$ cat src/rtl/fuzz_seq_pkg.sv
// Shared constants and types for the fuzz vector sequencer and its MISR.
package fuzz_seq_pkg;

   localparam int unsigned IN_W        = 54;
   localparam int unsigned OUT_W       = 376;
   localparam int unsigned DEPTH       = 32;
   localparam int unsigned AW          = 5;
   localparam int unsigned SIG_W       = 32;
   localparam logic [31:0] SIG_INIT    = 32'hFFFF_FFFF;
   localparam logic [31:0] SIG_POLY    = 32'h0040_0007;
   localparam int unsigned FOLD_CHUNKS = (OUT_W + SIG_W - 1) / SIG_W;

   typedef enum logic [2:0] {
      StIdle,
      StApply,
      StSettle,
      StCapture,
      StDone
   } state_e;

endpackage

$ cat src/rtl/seq_misr.sv
// Folds the wide DUT response to one word and accumulates it into a 32-bit MISR.
module seq_misr
   import fuzz_seq_pkg::*;
(
   input  logic             i_clk,
   input  logic             i_rst_n,
   input  logic             i_init,
   input  logic             i_en,
   input  logic [OUT_W-1:0] i_dut_out,
   output logic [SIG_W-1:0] o_sig
);

   logic [FOLD_CHUNKS*SIG_W-1:0] w_ext;
   logic [SIG_W-1:0]             w_fold;
   logic [SIG_W-1:0]             w_next;
   logic [SIG_W-1:0]             r_sig;

   // Zero-extend to a whole number of chunks, then XOR the chunks together.
   always_comb begin
      w_ext  = {{(FOLD_CHUNKS*SIG_W-OUT_W){1'b0}}, i_dut_out};
      w_fold = '0;
      for (int k = 0; k < FOLD_CHUNKS; k++) begin
         w_fold = w_fold ^ w_ext[k*SIG_W +: SIG_W];
      end
   end

   assign w_next = {r_sig[SIG_W-2:0], 1'b0} ^ (r_sig[SIG_W-1] ? SIG_POLY : '0) ^ w_fold;

   always_ff @(posedge i_clk or negedge i_rst_n) begin
      if (!i_rst_n) begin
         r_sig <= '0;
      end else if (i_init) begin
         r_sig <= SIG_INIT;
      end else if (i_en) begin
         r_sig <= w_next;
      end
   end

   assign o_sig = r_sig;

endmodule

$ cat src/rtl/fuzz_vector_sequencer.sv
// Replays a loadable vector table into a fuzz DUT with programmable settle time
// and compresses the responses into a MISR signature.
module fuzz_vector_sequencer
   import fuzz_seq_pkg::*;
(
   input  logic             i_clk,
   input  logic             i_rst_n,
   input  logic             i_load_we,
   input  logic [AW-1:0]    i_load_addr,
   input  logic [IN_W-1:0]  i_load_data,
   input  logic             i_start,
   input  logic             i_abort,
   input  logic [AW:0]      i_num_vec,
   input  logic [3:0]       i_settle,
   output logic [IN_W-1:0]  o_dut_in,
   input  logic [OUT_W-1:0] i_dut_out,
   output logic [AW-1:0]    o_vec_idx,
   output logic             o_busy,
   output logic             o_done,
   output logic [SIG_W-1:0] o_signature
);

   localparam logic [AW:0] DepthCnt = (AW+1)'(DEPTH);

   state_e          r_state;
   state_e          w_state_next;
   logic [IN_W-1:0] r_mem [DEPTH];
   logic [IN_W-1:0] r_dut_in;
   logic [AW-1:0]   r_vec_idx;
   logic [AW:0]     r_idx;
   logic [AW:0]     r_count;
   logic [AW:0]     w_count_clamped;
   logic [3:0]      r_settle;
   logic [3:0]      r_settle_cnt;
   logic            w_last;
   logic            w_start_go;
   logic            w_init;
   logic            w_apply;
   logic            w_capture;
   logic            w_abort_run;

   assign w_count_clamped = (i_num_vec > DepthCnt) ? DepthCnt : i_num_vec;
   assign w_start_go      = i_start && !i_abort;
   assign w_abort_run     = i_abort && (r_state != StIdle);
   // idx is one bit wider than the address so a full-depth count never wraps.
   assign w_last          = (r_idx == r_count - (AW+1)'(1));

   always_ff @(posedge i_clk or negedge i_rst_n) begin
      if (!i_rst_n) begin
         r_state <= StIdle;
      end else begin
         r_state <= w_state_next;
      end
   end

   always_comb begin
      w_state_next = r_state;
      case (r_state)
         StIdle:    if (w_start_go) w_state_next = (w_count_clamped == '0) ? StDone : StApply;
         StApply:   w_state_next = (r_settle == '0) ? StCapture : StSettle;
         StSettle:  if (r_settle_cnt == 4'd1) w_state_next = StCapture;
         StCapture: w_state_next = w_last ? StDone : StApply;
         StDone:    w_state_next = StIdle;
         default:   w_state_next = StIdle;
      endcase
      if (w_abort_run) begin
         w_state_next = StIdle;
      end
   end

   always_comb begin
      o_busy    = 1'b0;
      o_done    = 1'b0;
      w_init    = 1'b0;
      w_apply   = 1'b0;
      w_capture = 1'b0;
      case (r_state)
         StIdle:    w_init = w_start_go;
         StApply:   begin o_busy = 1'b1; w_apply = !i_abort; end
         StSettle:  o_busy = 1'b1;
         StCapture: begin o_busy = 1'b1; w_capture = !i_abort; end
         StDone:    o_done = 1'b1;
         default:   o_busy = 1'b0;
      endcase
   end

   // Table is frozen for the whole run; a write alongside start still lands first.
   always_ff @(posedge i_clk) begin
      if (i_load_we && (r_state == StIdle)) begin
         r_mem[i_load_addr] <= i_load_data;
      end
   end

   always_ff @(posedge i_clk or negedge i_rst_n) begin
      if (!i_rst_n) begin
         r_dut_in     <= '0;
         r_vec_idx    <= '0;
         r_idx        <= '0;
         r_count      <= '0;
         r_settle     <= '0;
         r_settle_cnt <= '0;
      end else begin
         if (w_init) begin
            r_count  <= w_count_clamped;
            r_settle <= i_settle;
            r_idx    <= '0;
         end
         if (w_abort_run) begin
            r_dut_in <= '0;
         end else if (w_apply) begin
            r_dut_in     <= r_mem[r_idx[AW-1:0]];
            r_vec_idx    <= r_idx[AW-1:0];
            r_settle_cnt <= r_settle;
         end
         if (r_state == StSettle) begin
            r_settle_cnt <= r_settle_cnt - 4'd1;
         end
         if (w_capture && !w_last) begin
            r_idx <= r_idx + (AW+1)'(1);
         end
      end
   end

   seq_misr u_misr (
      .i_clk     (i_clk),
      .i_rst_n   (i_rst_n),
      .i_init    (w_init),
      .i_en      (w_capture),
      .i_dut_out (i_dut_out),
      .o_sig     (o_signature)
   );

   assign o_dut_in  = r_dut_in;
   assign o_vec_idx = r_vec_idx;

endmodule

$ cat config.mk
export PLATFORM = sky130hd
export DESIGN_NAME = fuzz_vector_sequencer
export DESIGN_NICKNAME = d
export VERILOG_FILES = /design/src/rtl/fuzz_seq_pkg.sv /design/src/rtl/seq_misr.sv /design/src/rtl/fuzz_vector_sequencer.sv
export SDC_FILE = /design/constraint.sdc
export NUM_CORES = 2
export LEC_CHECK = 0
export CAP_MARGIN = 20
export CORE_ASPECT_RATIO = 1.2
export CORE_UTILIZATION = 39
export CTS_CLUSTER_DIAMETER = 60
export CTS_CLUSTER_SIZE = 28
export DETAILED_ROUTE_END_ITERATION = 6
export SLEW_MARGIN = 10
export SYNTH_ARGS = -nofsm -noshare
export SYNTH_HDL_FRONTEND = slang
export SYNTH_SLANG_ARGS = --single-unit
$ cat constraint.sdc
create_clock -name i_clk -period 5.6 [get_ports i_clk]
set_input_delay 0.84 -clock i_clk [delete_from_list [all_inputs] [get_ports i_clk]]
set_output_delay 0.84 -clock i_clk [all_outputs]
set_load 0.1 [all_outputs]
Word-level counts from Yosys, hierarchy flattened
Memory sizes are Yosys's and may differ from the RTL's.
Cells that the tools add are included.
{"block": "totals", "register_bits": 114, "out_inout_bits": 93, "word_cells": 79, "mem_bits_rw": 1728, "input_bits": 450, "mem_count": 1}
{"block": "classes", "muxes": 25, "bitwise_logic": 14, "eq_ne": 9, "addsub": 3, "n_lt_le_gt_ge": 1, "reduce_logical": 18}
{"name": "r_mem", "depth": 32, "width": 54, "rd": 1, "rd_ports_with_merged_regs": 0, "wr": 1, "line_no": "fuzz_vector_sequencer.sv:27", "rtl": "logic [IN_W-1:0] r_mem [DEPTH];"}
{"op": "32-bit bitwise XOR", "n": 12}
{"op": "54-bit two-way mux", "n": 2}
{"op": "32-bit two-way mux", "n": 2}
{"op": "32-bit by 24-bit bitwise XOR with 32-bit output", "n": 1}
{"op": "23-bit two-way mux", "n": 1}
{"op": "6-bit two-way mux", "n": 3}
{"op": "3-bit two-way mux", "n": 5}
{"op": "4-bit two-way mux", "n": 3}
{"op": "3-bit case mux with 4 select lines", "n": 1}
{"op": "1-bit two-way mux", "n": 8}
{"op": "2-bit nonzero test", "n": 4}
{"op": "6-bit by 1-bit adder with 6-bit output (second input constant)", "n": 1}
{"op": "3-bit by 2-bit equality test with 1-bit output (second input constant)", "n": 2}
{"op": "6-bit equality test", "n": 1}
{"op": "6-bit greater-than comparator (second input constant)", "n": 1}
{"op": "6-bit zero test", "n": 1}
{"op": "3-bit != test (second input constant)", "n": 2}
{"op": "2-bit AND reduction", "n": 3}
{"op": "6-bit by 1-bit subtractor with 6-bit output (second input constant)", "n": 1}
{"op": "4-bit by 1-bit equality test with 1-bit output (second input constant)", "n": 1}
{"op": "1-bit logical AND", "n": 4}
{"op": "4-bit zero test", "n": 1}
{"op": "4-bit by 1-bit subtractor with 4-bit output (second input constant)", "n": 1}
{"op": "3-bit by 1-bit equality test with 1-bit output (second input constant)", "n": 1}
{"op": "other kinds (7)", "n": 8}

Logic depth before layout (Yosys ltp)
{"block": "logic_depth", "word_depth": 14, "ltp_mapped": 9}

Modules after synthesis
From an unflattened synthesis, not the netlist that was laid out.
{"block": "hier_totals", "hier_cells": 3260, "hier_area_um2": 73670.7}
{"mod": "fuzz_vector_sequencer", "area_per_inst_um2": 68687.1, "n_inst": 1, "seq_area_each_um2": 53941.7, "cells_each": 2850}
{"mod": "seq_misr", "area_per_inst_um2": 4983.5, "n_inst": 1, "seq_area_each_um2": 800.8, "cells_each": 410}

Least setup slack after synthesis
No wires, ideal clock.
{"block": "synth_path", "path_kind": "register to register", "startpoint": "reg r_state[0]", "endpoint": "mem r_mem[12][0], enable pin", "t_required_ns": 5.134, "n_path_buf": 2, "t_arrival_ns": 3.706, "setup_slack_ns": 1.428, "stages_incl_launch_ff": 7, "cell_sequence": "dfrtp_1 > clkbuf_1 > nor3_1 > nand2_1 > or3_1 > clkbuf_1 > nor2_1"}
{"block": "synth_between", "elab_chain_cells": 4}
{"item": "from (decl)", "line_no": "fuzz_vector_sequencer.sv:25", "rtl": "state_e r_state;"}
{"item": "from (signal assigned)", "line_no": "fuzz_vector_sequencer.sv:50", "rtl": "r_state <= StIdle;"}
{"item": "from (signal assigned)", "line_no": "fuzz_vector_sequencer.sv:52", "rtl": "r_state <= w_state_next;"}
{"item": "3-bit zero test", "line_no": "fuzz_vector_sequencer.sv:89", "rtl": "if (i_load_we && (r_state == StIdle)) begin"}
{"item": "1-bit logical AND", "line_no": "fuzz_vector_sequencer.sv:89"}
{"item": "1-bit two-way mux", "line_no": "fuzz_vector_sequencer.sv:89"}
{"item": "1-bit two-way mux (not written as such)", "line_no": "fuzz_vector_sequencer.sv:90", "rtl": "r_mem[i_load_addr] <= i_load_data;"}
{"item": "to (decl)", "line_no": "fuzz_vector_sequencer.sv:27"}
No other way between the ends.

Worst setup path after layout
{"block": "layout_path", "startpoint": "reg r_state[0]", "endpoint": "out o_done"}
{"block": "layout_between", "elab_chain_cells": 2}
{"item": "3-bit equality test", "line_no": "fuzz_vector_sequencer.sv:77", "rtl": "case (r_state)"}
{"item": "1-bit two-way mux", "line_no": "fuzz_vector_sequencer.sv:77"}
{"item": "to (decl)", "line_no": "fuzz_vector_sequencer.sv:19", "rtl": "output logic o_done,"}
No other way between the ends.

==> summary.txt <==
Synthesis
  • Synth Instances: around 3700
  • Post-synth EDFFs: about 1700
  • Most common library cells after synthesis: 1728 x edfxtp_1, 408 x mux4_2, 315 x xnor2_1
  • Synth Register Bits: roughly 1800
  • Netlist cell types: 51
  • Dominant cell type by area after synthesis: edfxtp_1
  • Mapped Nets: ~4200
  • Post-Synthesis Cell Area: around 0.074 sq mm
  • Ys flop type: edfxtp_1
  • Yosys top cell area share: 70.0%
  • Synth warn: 0
  • Async SR Flop Fraction: between 6 and 7%
  • Avg Cell Area, Syn: between 15 and 20 sq um
  • Synth area leaders: edfxtp_1 70%, mux4_2 12%, dfrtp_1 3.8%
  • Most common cell in the netlist: edfxtp_1
  • Post-synthesis sequential area ratio: approximately three quarters

Timing
  • Min cycle time layout: 3870 ps
  • Setup_tns: 0 ps
  • Slew headroom: between 20% and 30%
  • Final hold vios: 0
  • Worst Tran Pin Value: roughly 1200 ps
  • Setup violators final: 0
  • Final period util: 69.1%
  • RSZ-0062 raised after global routing: no
  • Achievable frequency: between 200 and 300 MHz
  • Clock skew: 42.6 ps
  • Max-slew violations: 0

Routing
  • Wire length per cell: between 20 and 30 um
  • Total Wirelength: 204000 um
  • Antenna viol nets, final: 0
  • Drt drc: 0
  • Via count: about 38000
  • DRT Pass-1 Iters: 6
  • Initial drt markers: roughly 3000
  • DR vias/cell: approximately 5.4

Floorplanning
  • Core area: 0.188 sq mm
  • Die Span Y: 480 um
  • Initial Utilization: approximately two fifths
  • Die area: 0.192 sq mm
  • I/O Pins: between 500 and 600
  • FP Rows: about 170
  • Die width: between 300 and 400 um

Job
  • # Max-Cap Violations: 0

Final layout
  • Area delta synth->final: 18.4%
  • Layout cells sized above 1: between 20% and 30%
  • Final #Nets: 4788
  • Filler Cells Inserted: between 15000 and 20000

Pwr
  • Leak: ~27 nW
  • Power per cell area: 397 mW/mm^2
  • Pwr Total: around 35 mW
  • Peak VDD IR: between 300 and 400 uV

Global route
  • Met2 Usage GRT: 38.3%
  • GRT Max-Usage Layer: met2
  • Gr ovfl total: 0
  • M1 GR Usage: between 20% and 30%
  • Met3 GRT Util: under 10%
  • First-pass GRT wire length: ~280000 um
  • Vias in the first global route: a little under 40000
  • Largest net degree at the start of global routing: 77
  • Total GRT Usage: roughly a fifth
  • Antenna violations before repair: 16

Worst hold path
  • Worst Hold Class: input port to async pin

CTS
  • Worst skew pair latency: 790 ps
  • Root buf cell: clkbuf_16
  • CTS Buffer Depth: 3
  • CTS buffer count: ~110
  • Clk sinks: approximately 1800
  • Reg clk slew, reported paths: 80 ps
  • H-tree depth: 3
  • Hold_buf cts: 0
  • CTS tree: built
  • PostCTS Resize Cnt: 0
  • Post-CTS setup buffer count: 0

Placement
  • GP Congestion: 0.884
  • Port Buf Inserts: between 500 and 600
  • DP HPWL: between 100000 and 150000 um

Critical path
  • Crit path max fanout: 12
  • Arrival time worst endpoint: 3030 ps
  • CP Launch Type: flip-flop
  • Critical-path top delay cell: clkdlybuf4s50_1
  • Crit end category: primary output
  • Worst R2R Setup Slack: around 1900 ps
  • CP Class: flip-flop to primary output
  • Delay of the slowest cell on the worst path: between 1000 and 1500 ps
  • Crit path cell chain: nor2_1 -> and2_1 -> clkdlybuf4s50_1
  • Reg2Reg Launch Point: r_state[0]
  • Critical path required time: approximately 4800 ps
  • RR Endpoint: r_mem[12][26]
  • Reg2Reg Depth: 5

Status
  • Status: finished clean
## routing by layer
layer / up-vias / routed length [um]
met5: - / 9
met4: 2 / 7960
met3: 266 / 10600
met2: 1245 / 109000
met1: 19900 / 76400
li1: 16200 / -
## through the flow
stage	worst slack [ps]	instance area [sq um]	hold slack [ps]	util, %	std cells
4_1_cts	1640	87400	80.4	46.5	6877
6_report	1730	87700	99.0	46.6	6902
3_3_place_gp	1720	83200	465	44.2	6658
3_5_place_dp	1700	83400	477	44.3	6666
2_1_floorplan	1430	74100	451	-	3716
5_1_grt	1640	87700	132	46.6	6902
## worst max path at each step
stage	cells after the start	slack, ps	end	startpoint
4_1_cts	3	1640	o_busy	r_state[0]
6_report	3	1730	o_done	r_state[0]
3_3_place_gp	5	1720	r_mem[12][34]	i_load_we
5_1_grt	3	1640	o_done	r_state[0]
3_5_place_dp	5	1700	r_mem[12][34]	i_load_we
2_1_floorplan	6	1430	r_mem[12][0]	r_state[0]
## registers in the layout, summed over array words and instances (netlist names)
register      cells
r_mem          1728
r_count           6
r_idx             6
r_settle_cnt      4
o_vec_idx         5
r_state           3
r_settle          4
o_dut_in         54
u_misr.o_sig     32
## critical path: cells and delay by family (launching register included)
family                 cells  cell delay (ps)
DFF                        1              530
and+or+nand+nor            2              560
buffers and inverters      1             1170
## cell type report
cell class              count  area, sq um  share of cell area (%)
clock buffers             117         2800                    3.19
flip-flops and latches   1842        54800                    62.4
multi-input cells        1673        18700                    21.3
well taps                2464         3080                    3.51
diodes                      6         15.0                  0.0171
clock inverters            94         1260                    1.44
inverters                  12         45.0                  0.0513
repair buffers            694         7070                    8.06
## where the power goes
part,leakage [nW],internal (mW),switching [mW]
Clock,1.96,4.26,5.17
Combinational,7.92,3.73,5.52
Sequential,16.9,15.5,0.655
Total,26.8,23.5,11.3
## cell families (layout without fill, tap and decap cells)
kind of cell,count (synthesis),after routing,share of synthesized area (%)
other,0,6,0
and+or+nand+nor,321,321,2.04
AOI/OAI and AO/OA,325,325,2.54
adders and majority gates,4,4,0.0675
muxes,636,636,15.6
DFF,1842,1842,73.9
xor gates and xnor gates,387,387,4.57
buffers and inverters,201,917,1.29
## layout by cell type, fill, tap and decap left out, drive strengths merged, types with 54 or more instances in the layout
cell and count:
mux2i 150, o21ai 123, nand2 69, buf 167, inv 54, xnor2 315, nand3 124, xor2 72
a21oi 93, clkdlybuf4s50 527, nor2 82, mux2 78, clkbuf 117, dfrtp 114, edfxtp 1728, mux4 408
(Power assumes the default switching activity.)
